## src/rtl/local_reg_bank.sv

```systemverilog
// local_reg_bank
//   Register-file responder on the 0x90xx local read/write bus. It decodes an
//   8-bit address qualified by single-cycle Read/Write strobes. It holds the
//   control and scratch registers and issues one-cycle command strobes. It
//   also counts input events and accesses to undefined addresses.
//
//   Optional feature macro: LREG_TIMESTAMP_EN
//     Adds a free-running 32-bit timestamp at address 0x08. The timestamp can
//     be loaded by a write to that address. Without the macro, 0x08 is an
//     undefined address.
//
// Ports
//   Cclk      in   1   clock, rising edge
//   Reset_n   in   1   synchronous reset, active low
//   Address   in   8   local register address
//   DataOut   in   32  bus write data
//   DataIn    out  32  bus read data, registered, held until the next read
//   Read      in   1   read strobe
//   Write     in   1   write strobe
//   Ctrl0     out  32  CTRL0 register
//   Ctrl1     out  32  CTRL1 register
//   CmdPulse  out  8   one-cycle command strobes
//   Status    in   32  status word (Cclk domain)
//   EventIn   in   1   event level (Cclk domain); rising edges are counted
module local_reg_bank #(
    parameter logic [31:0] CTRL1_RST = 32'h0000_0000,
    parameter logic [31:0] BLOCK_ID  = 32'h9000_0001,
    parameter logic [31:0] UNDEF_VAL = 32'hDEAD_BEEF,
    parameter int          EVCNT_W   = 32
) (
    input  logic        Cclk,
    input  logic        Reset_n,
    input  logic [7:0]  Address,
    input  logic [31:0] DataOut,
    output logic [31:0] DataIn,
    input  logic        Read,
    input  logic        Write,
    output logic [31:0] Ctrl0,
    output logic [31:0] Ctrl1,
    output logic [7:0]  CmdPulse,
    input  logic [31:0] Status,
    input  logic        EventIn
);

    logic [31:0]        ctrl0;
    logic [31:0]        ctrl1;
    logic [31:0]        scratch;
    logic [7:0]         cmd_pulse;
    logic [31:0]        rd_data;
    logic [EVCNT_W-1:0] evcnt;
    logic [15:0]        errcnt;
    logic [31:0]        status_p1;
    logic               event_p1;
    logic [31:0]        tstamp;

    logic [31:0]        rdata;
    logic [31:0]        evcnt_ext;
    logic               addr_def;
    logic               ev_rise;

    function automatic logic [EVCNT_W-1:0] ev_sat_inc(input logic [EVCNT_W-1:0] v);
        return (&v) ? v : v + EVCNT_W'(1);
    endfunction

    function automatic logic [15:0] err_sat_inc(input logic [15:0] v);
        return (&v) ? v : v + 16'd1;
    endfunction

    assign ev_rise = EventIn & ~event_p1;

    // Read mux over the current (pre-write) register values. It also flags
    // whether the address is defined.
    always_comb begin
        evcnt_ext              = '0;
        evcnt_ext[EVCNT_W-1:0] = evcnt;
        addr_def               = 1'b1;
        rdata                  = UNDEF_VAL;
        case (Address)
            8'h00: rdata = ctrl0;
            8'h01: rdata = ctrl1;
            8'h02: rdata = 32'h0;
            8'h03: rdata = status_p1;
            8'h04: rdata = evcnt_ext;
            8'h05: rdata = scratch;
            8'h06: rdata = {16'h0, errcnt};
            8'h07: rdata = BLOCK_ID;
`ifdef LREG_TIMESTAMP_EN
            8'h08: rdata = tstamp;
`endif
            default: begin
                rdata    = UNDEF_VAL;
                addr_def = 1'b0;
            end
        endcase
    end

    always_ff @(posedge Cclk) begin
        if (!Reset_n) begin
            ctrl0     <= 32'h0;
            ctrl1     <= CTRL1_RST;
            scratch   <= 32'h0;
            cmd_pulse <= 8'h0;
            rd_data   <= 32'h0;
            evcnt     <= '0;
            errcnt    <= 16'h0;
            status_p1 <= 32'h0;
            event_p1  <= 1'b0;
        end else begin
            status_p1 <= Status;
            event_p1  <= EventIn;

            // The strobe is rebuilt every cycle, so back-to-back CMD writes
            // give back-to-back pulses and never accumulate bits.
            cmd_pulse <= (Write && Address == 8'h02) ? DataOut[7:0] : 8'h0;

            if (Write) begin
                case (Address)
                    8'h00:   ctrl0   <= DataOut;
                    8'h01:   ctrl1   <= DataOut;
                    8'h05:   scratch <= DataOut;
                    default: ;
                endcase
            end

            // The read captures pre-write values, so a simultaneous
            // read/write returns the old contents.
            if (Read)
                rd_data <= rdata;

            // A clear wins over a coincident increment.
            if (Write && Address == 8'h04)
                evcnt <= '0;
            else if (ev_rise)
                evcnt <= ev_sat_inc(evcnt);

            // Read and Write on the same edge count as a single access.
            if (Write && Address == 8'h06)
                errcnt <= 16'h0;
            else if ((Read || Write) && !addr_def)
                errcnt <= err_sat_inc(errcnt);
        end
    end

`ifdef LREG_TIMESTAMP_EN
    always_ff @(posedge Cclk) begin
        if (!Reset_n)
            tstamp <= 32'h0;
        else if (Write && Address == 8'h08)
            tstamp <= DataOut;
        else
            tstamp <= tstamp + 32'd1;
    end
`else
    assign tstamp = 32'h0;
`endif

    assign Ctrl0    = ctrl0;
    assign Ctrl1    = ctrl1;
    assign CmdPulse = cmd_pulse;
    assign DataIn   = rd_data;

endmodule

```

## config.mk

```make
export PLATFORM = sky130hd
export DESIGN_NAME = local_reg_bank
export DESIGN_NICKNAME = d
export VERILOG_FILES = /design/src/rtl/local_reg_bank.sv
export SDC_FILE = /design/constraint.sdc
export NUM_CORES = 1
export LEC_CHECK = 0
export BUFFER_PORTS_ARGS = -buffer_cell sky130_fd_sc_hd__buf_2
export CAP_MARGIN = 20
export CORE_ASPECT_RATIO = 2
export CORE_MARGIN = 4
export CORE_UTILIZATION = 49
export CTS_CLUSTER_DIAMETER = 150
export DETAILED_ROUTE_END_ITERATION = 8
export GPL_TIMING_DRIVEN = 0
export PLACE_DENSITY = 0.75
export SLEW_MARGIN = 5
export SYNTH_ARGS = -nofsm -noshare
export SYNTH_HDL_FRONTEND = slang
export SYNTH_SLANG_ARGS = --single-unit
```

## constraint.sdc

```tcl
create_clock -name Cclk -period 2 [get_ports Cclk]
set_clock_uncertainty 0.05 [all_clocks]
set_input_delay 0.1 -clock Cclk [delete_from_list [all_inputs] [get_ports Cclk]]
set_output_delay 0.1 -clock Cclk [all_outputs]
set_load 0.05 [all_outputs]
```

==> summary.md <==
| Metric | Value |
|---|---|
| Status | finished clean |
| Detailed placement HPWL | 23,020 um |
| Crit-path cells | and4_4, nand3_2, o311ai_4, buf_6, o21ai_0, a21oi_2 |
| Ys async rst share | 0 |
| Setup CP Type | flip-flop to flip-flop |
| Max Clock Freq | 508.8 MHz |
| GR Layer Usage met3 | 0.04001 |
| CP delay by family, top | compound AO/OA/AOI/OAI gates |
| PortBufs | 178 |
| Total GRT Usage | 0.3056 |
| Leakage | 4.563 nW |
| CP Launch Type | flip-flop |
| CTS Root Cell | clkbuf_16 |
| Sequential element share of the synthesized area | 0.4879 |
| Share of layout cells above drive strength 1 | 0.2355 |
| Maximum vdd drop | 0.0007746 V |
| Peak per-stage delay on the critical path | roughly 0.44 ns |
| CP required | 2.38 ns |
| Synthesized area per cell | between 8 and 9 um^2 |
| CTS Sinks | 217 |
| Max Root-Sink Buffers | 3 |
| Area growth syn-to-layout | 32.41% |
| Most frequent cells in the layout | 222 x nand2_1, 200 x dfxtp_1, 188 x buf_2 |
| Post-synth top flop | dfxtp_1 |
| EDFF count, synth | 0 |
| Finished Core Util | 0.6629 |
| Max-cap violations | 0 |
| Sw Pwr | 2.154 mW |
| Initial antenna violation count | 0 |
| Period utilisation layout | 0.9827 |
| Rows | 69 |
| Bufs and invs on worst path | 1 |
| TritonCTS clock tree | yes |
| Worst slew margin | 0.4289 |
| Tmin final | 1.965 ns |
| Total gr overflow | 0 |
| Placer Congestion | 0.9178 |
| Worst setup EP type | flip-flop |
| Post-Syn Area | 8904 um^2 |
| Drt via density | 5.999 |
| Core Footprint | ~18,000 um^2 |
| Power Dens Cells | 754.5 nW/um^2 |
| ANT nets after route | 0 |
| Setup ws final | 0.03463 ns |
| Slowest-stage cell, CP | dfxtp_1 |
| Die X | approximately 100 um |
| Area of the die | 20,520 um^2 |
| CP Max Fanout | 10 |
| Initial drt markers | about 850 |
| Flop pwr share | 0.501 |
| Slew @ Worst Pin | 0.8566 ns |
| H-Tree Depth | 1 |
| Vias in the first global route | 9,266 |
| Worst hold slack | 0.09831 ns |
| Largest net degree at the start of global routing | 16 |
| Clock network power share | 0.421 |
| DRC violations left | 0 |
| Worst skew pair latency | 0.50 ns |
| Commonest non-fill, non-tap cell in the layout | nand2_1 |
| Io pins | approximately 180 |
| Global Route met2 Usage | 0.5366 |
| Initial Utilization | 0.5006 |
| Pre-CTS WS | -0.6308 ns |
| Grt peak-use layer | met2 |
| Yosys cell types | 57 |
| Total CTS buffers | 20 |
| Final hold violations | 0 |
| Setup violators final | 0 |
| Worst min-delay path class | input port to flip-flop |
| Synth Warn # | 0 |
| Met1 Use GR | 0.3449 |
| Router iterations before antenna repair | 9 |
| Clk slew on worst S/H paths | 0.06 ns |
| Gate power share | 0.079 |
| First-pass GRT wire length | about 49,000 um |
| Vias | roughly 9,400 |
| Sw frac | 0.2422 |
| Routed len/inst | between 20 and 25 um |
| Internal | 6.740 mW |
| Die Span Y | between 150 and 200 um |
| Flops & latches, synth | 217 |
| CP arrival | 2.34 ns |
| Fin Setup TNS | 0 ns |
| Unrepaired setup endpoints after global routing | true |
| Fin. max-slew vios | 0 |
| Synthesized Nets | about 1,100 |
| Final wirelength | 32,360 um |
| NumNets Final | 1,427 |
| Design Power | approximately 8.9 mW |
| Synth Instances | around 1,100 |
-- Yosys cell counts (2+ instances only) --
| cell | n | area, um^2 |
|---|---|---|
| a21o_1 | 3 | 22.52 |
| a21oi_1 | 160 | 800.8 |
| a221oi_1 | 15 | 131.4 |
| a222oi_1 | 17 | 170.2 |
| a22oi_1 | 12 | 90.09 |
| a2bb2oi_1 | 3 | 26.28 |
| a31oi_1 | 14 | 87.58 |
| and2_1 | 44 | 275.3 |
| and3_1 | 6 | 37.54 |
| and4_1 | 7 | 61.31 |
| buf_1 | 2 | 7.510 |
| buf_2 | 12 | 60.06 |
| buf_4 | 14 | 105.1 |
| clkbuf_1 | 44 | 165.2 |
| dfxtp_1 | 217 | 4344 |
| ha_1 | 2 | 25.02 |
| inv_1 | 10 | 37.54 |
| mux2i_1 | 19 | 190.2 |
| nand2_1 | 222 | 833.3 |
| nand2b_1 | 2 | 12.51 |
| nand3_1 | 18 | 90.09 |
| nand4_1 | 16 | 100.1 |
| nor2_1 | 39 | 146.4 |
| nor3_1 | 11 | 55.05 |
| nor4_1 | 11 | 68.82 |
| nor4_2 | 2 | 25.02 |
| nor4_4 | 3 | 63.81 |
| o211ai_1 | 2 | 15.01 |
| o21ai_0 | 51 | 255.2 |
| o2bb2ai_1 | 4 | 35.03 |
| o31ai_1 | 3 | 22.52 |
| or2_2 | 3 | 18.77 |
| or3_1 | 22 | 137.6 |
| or4_1 | 5 | 37.54 |
| xnor2_1 | 18 | 157.7 |
-- cell families after synthesis --
kind of cell,Yosys count,synth area share
xor gates and xnor gates,18,0.01771
and+or+nand+nor,419,0.2278
buffers and inverters,83,0.04258
muxes,19,0.02136
AOI/OAI and AO/OA,297,0.1998
adders and majority gates,2,0.002810
DFF,217,0.4879
-- repair_timing --
item	4_1_cts	5_1_grt
hold endpoints to repair	138	0
buffers inserted	10	17
gates cloned	0	1
pin swaps	10	17
setup endpoints to repair	49	79
hold buffers	65	0
gates resized for setup	34	40
-- sequential cells by signal (all words and copies together) (netlist names) --
| signal | flops |
|---|---|
| scratch | 32 |
| event_p1 | 1 |
| errcnt | 16 |
| DataIn | 32 |
| Ctrl0 | 32 |
| evcnt | 32 |
| Ctrl1 | 32 |
| CmdPulse | 8 |
| status_p1 | 32 |
-- power groups by stage --
| stage | registers [mW] | clock network (mW) | logic (mW) |
|---|---|---|---|
| 3_3_place_gp | 4.55 | 0 | 0.558 |
| 6_report | 4.45 | 3.74 | 0.701 |
| 3_5_place_dp | 4.55 | 0 | 0.564 |
| 4_1_cts | 4.46 | 3.76 | 0.668 |
| 5_1_grt | 4.46 | 3.92 | 0.743 |
| 2_1_floorplan | 4.67 | 0 | 0.198 |
-- worst min-delay path, cell delays in order --
cell	delay, ns
buf_2	0.19
nor4_1	0.11
and2_1	0.18
-- routing by layer --
layer  wire length, um  vias to the layer above
li1                  -                     4328
met1             11080                     4425
met2             16560                      522
met3              2509                      161
met4              2205                        0
met5                 0                        -
-- final cells by class --
type | instances | area (um^2)
Fill cell | 1474 | 5996
Sequential cell | 217 | 4375
Multi-Input combinational cell | 755 | 4355
Timing Repair Buffer | 272 | 1765
Clock buffer | 24 | 546.8
Buffer | 71 | 357.8
Tap cell | 213 | 266.5
Clock inverter | 9 | 77.57
Inverter | 11 | 41.29
Antenna cell | 1 | 2.502
-- stage by stage --
step | instance area, um^2 | instances
3_5_place_dp | 10070 | 1447
3_3_place_gp | 10060 | 1446
5_1_grt | 11790 | 1572
4_1_cts | 11550 | 1554
2_1_floorplan | 8904 | 1055
6_report | 11790 | 1573
-- path summary, 6_finish.rpt --
kind	from	end	slack (ns)	cells after the start
worst min-delay path	Address[0]	CmdPulse[0]	0.1	3
worst min register to register	DataIn[4]	DataIn[4]	0.40	1
worst max-delay path	evcnt[4]	evcnt[20]	0.03	6
worst max register to register	evcnt[4]	evcnt[20]	0.03	6
Note: power is estimated with default switching activity, not from simulation.
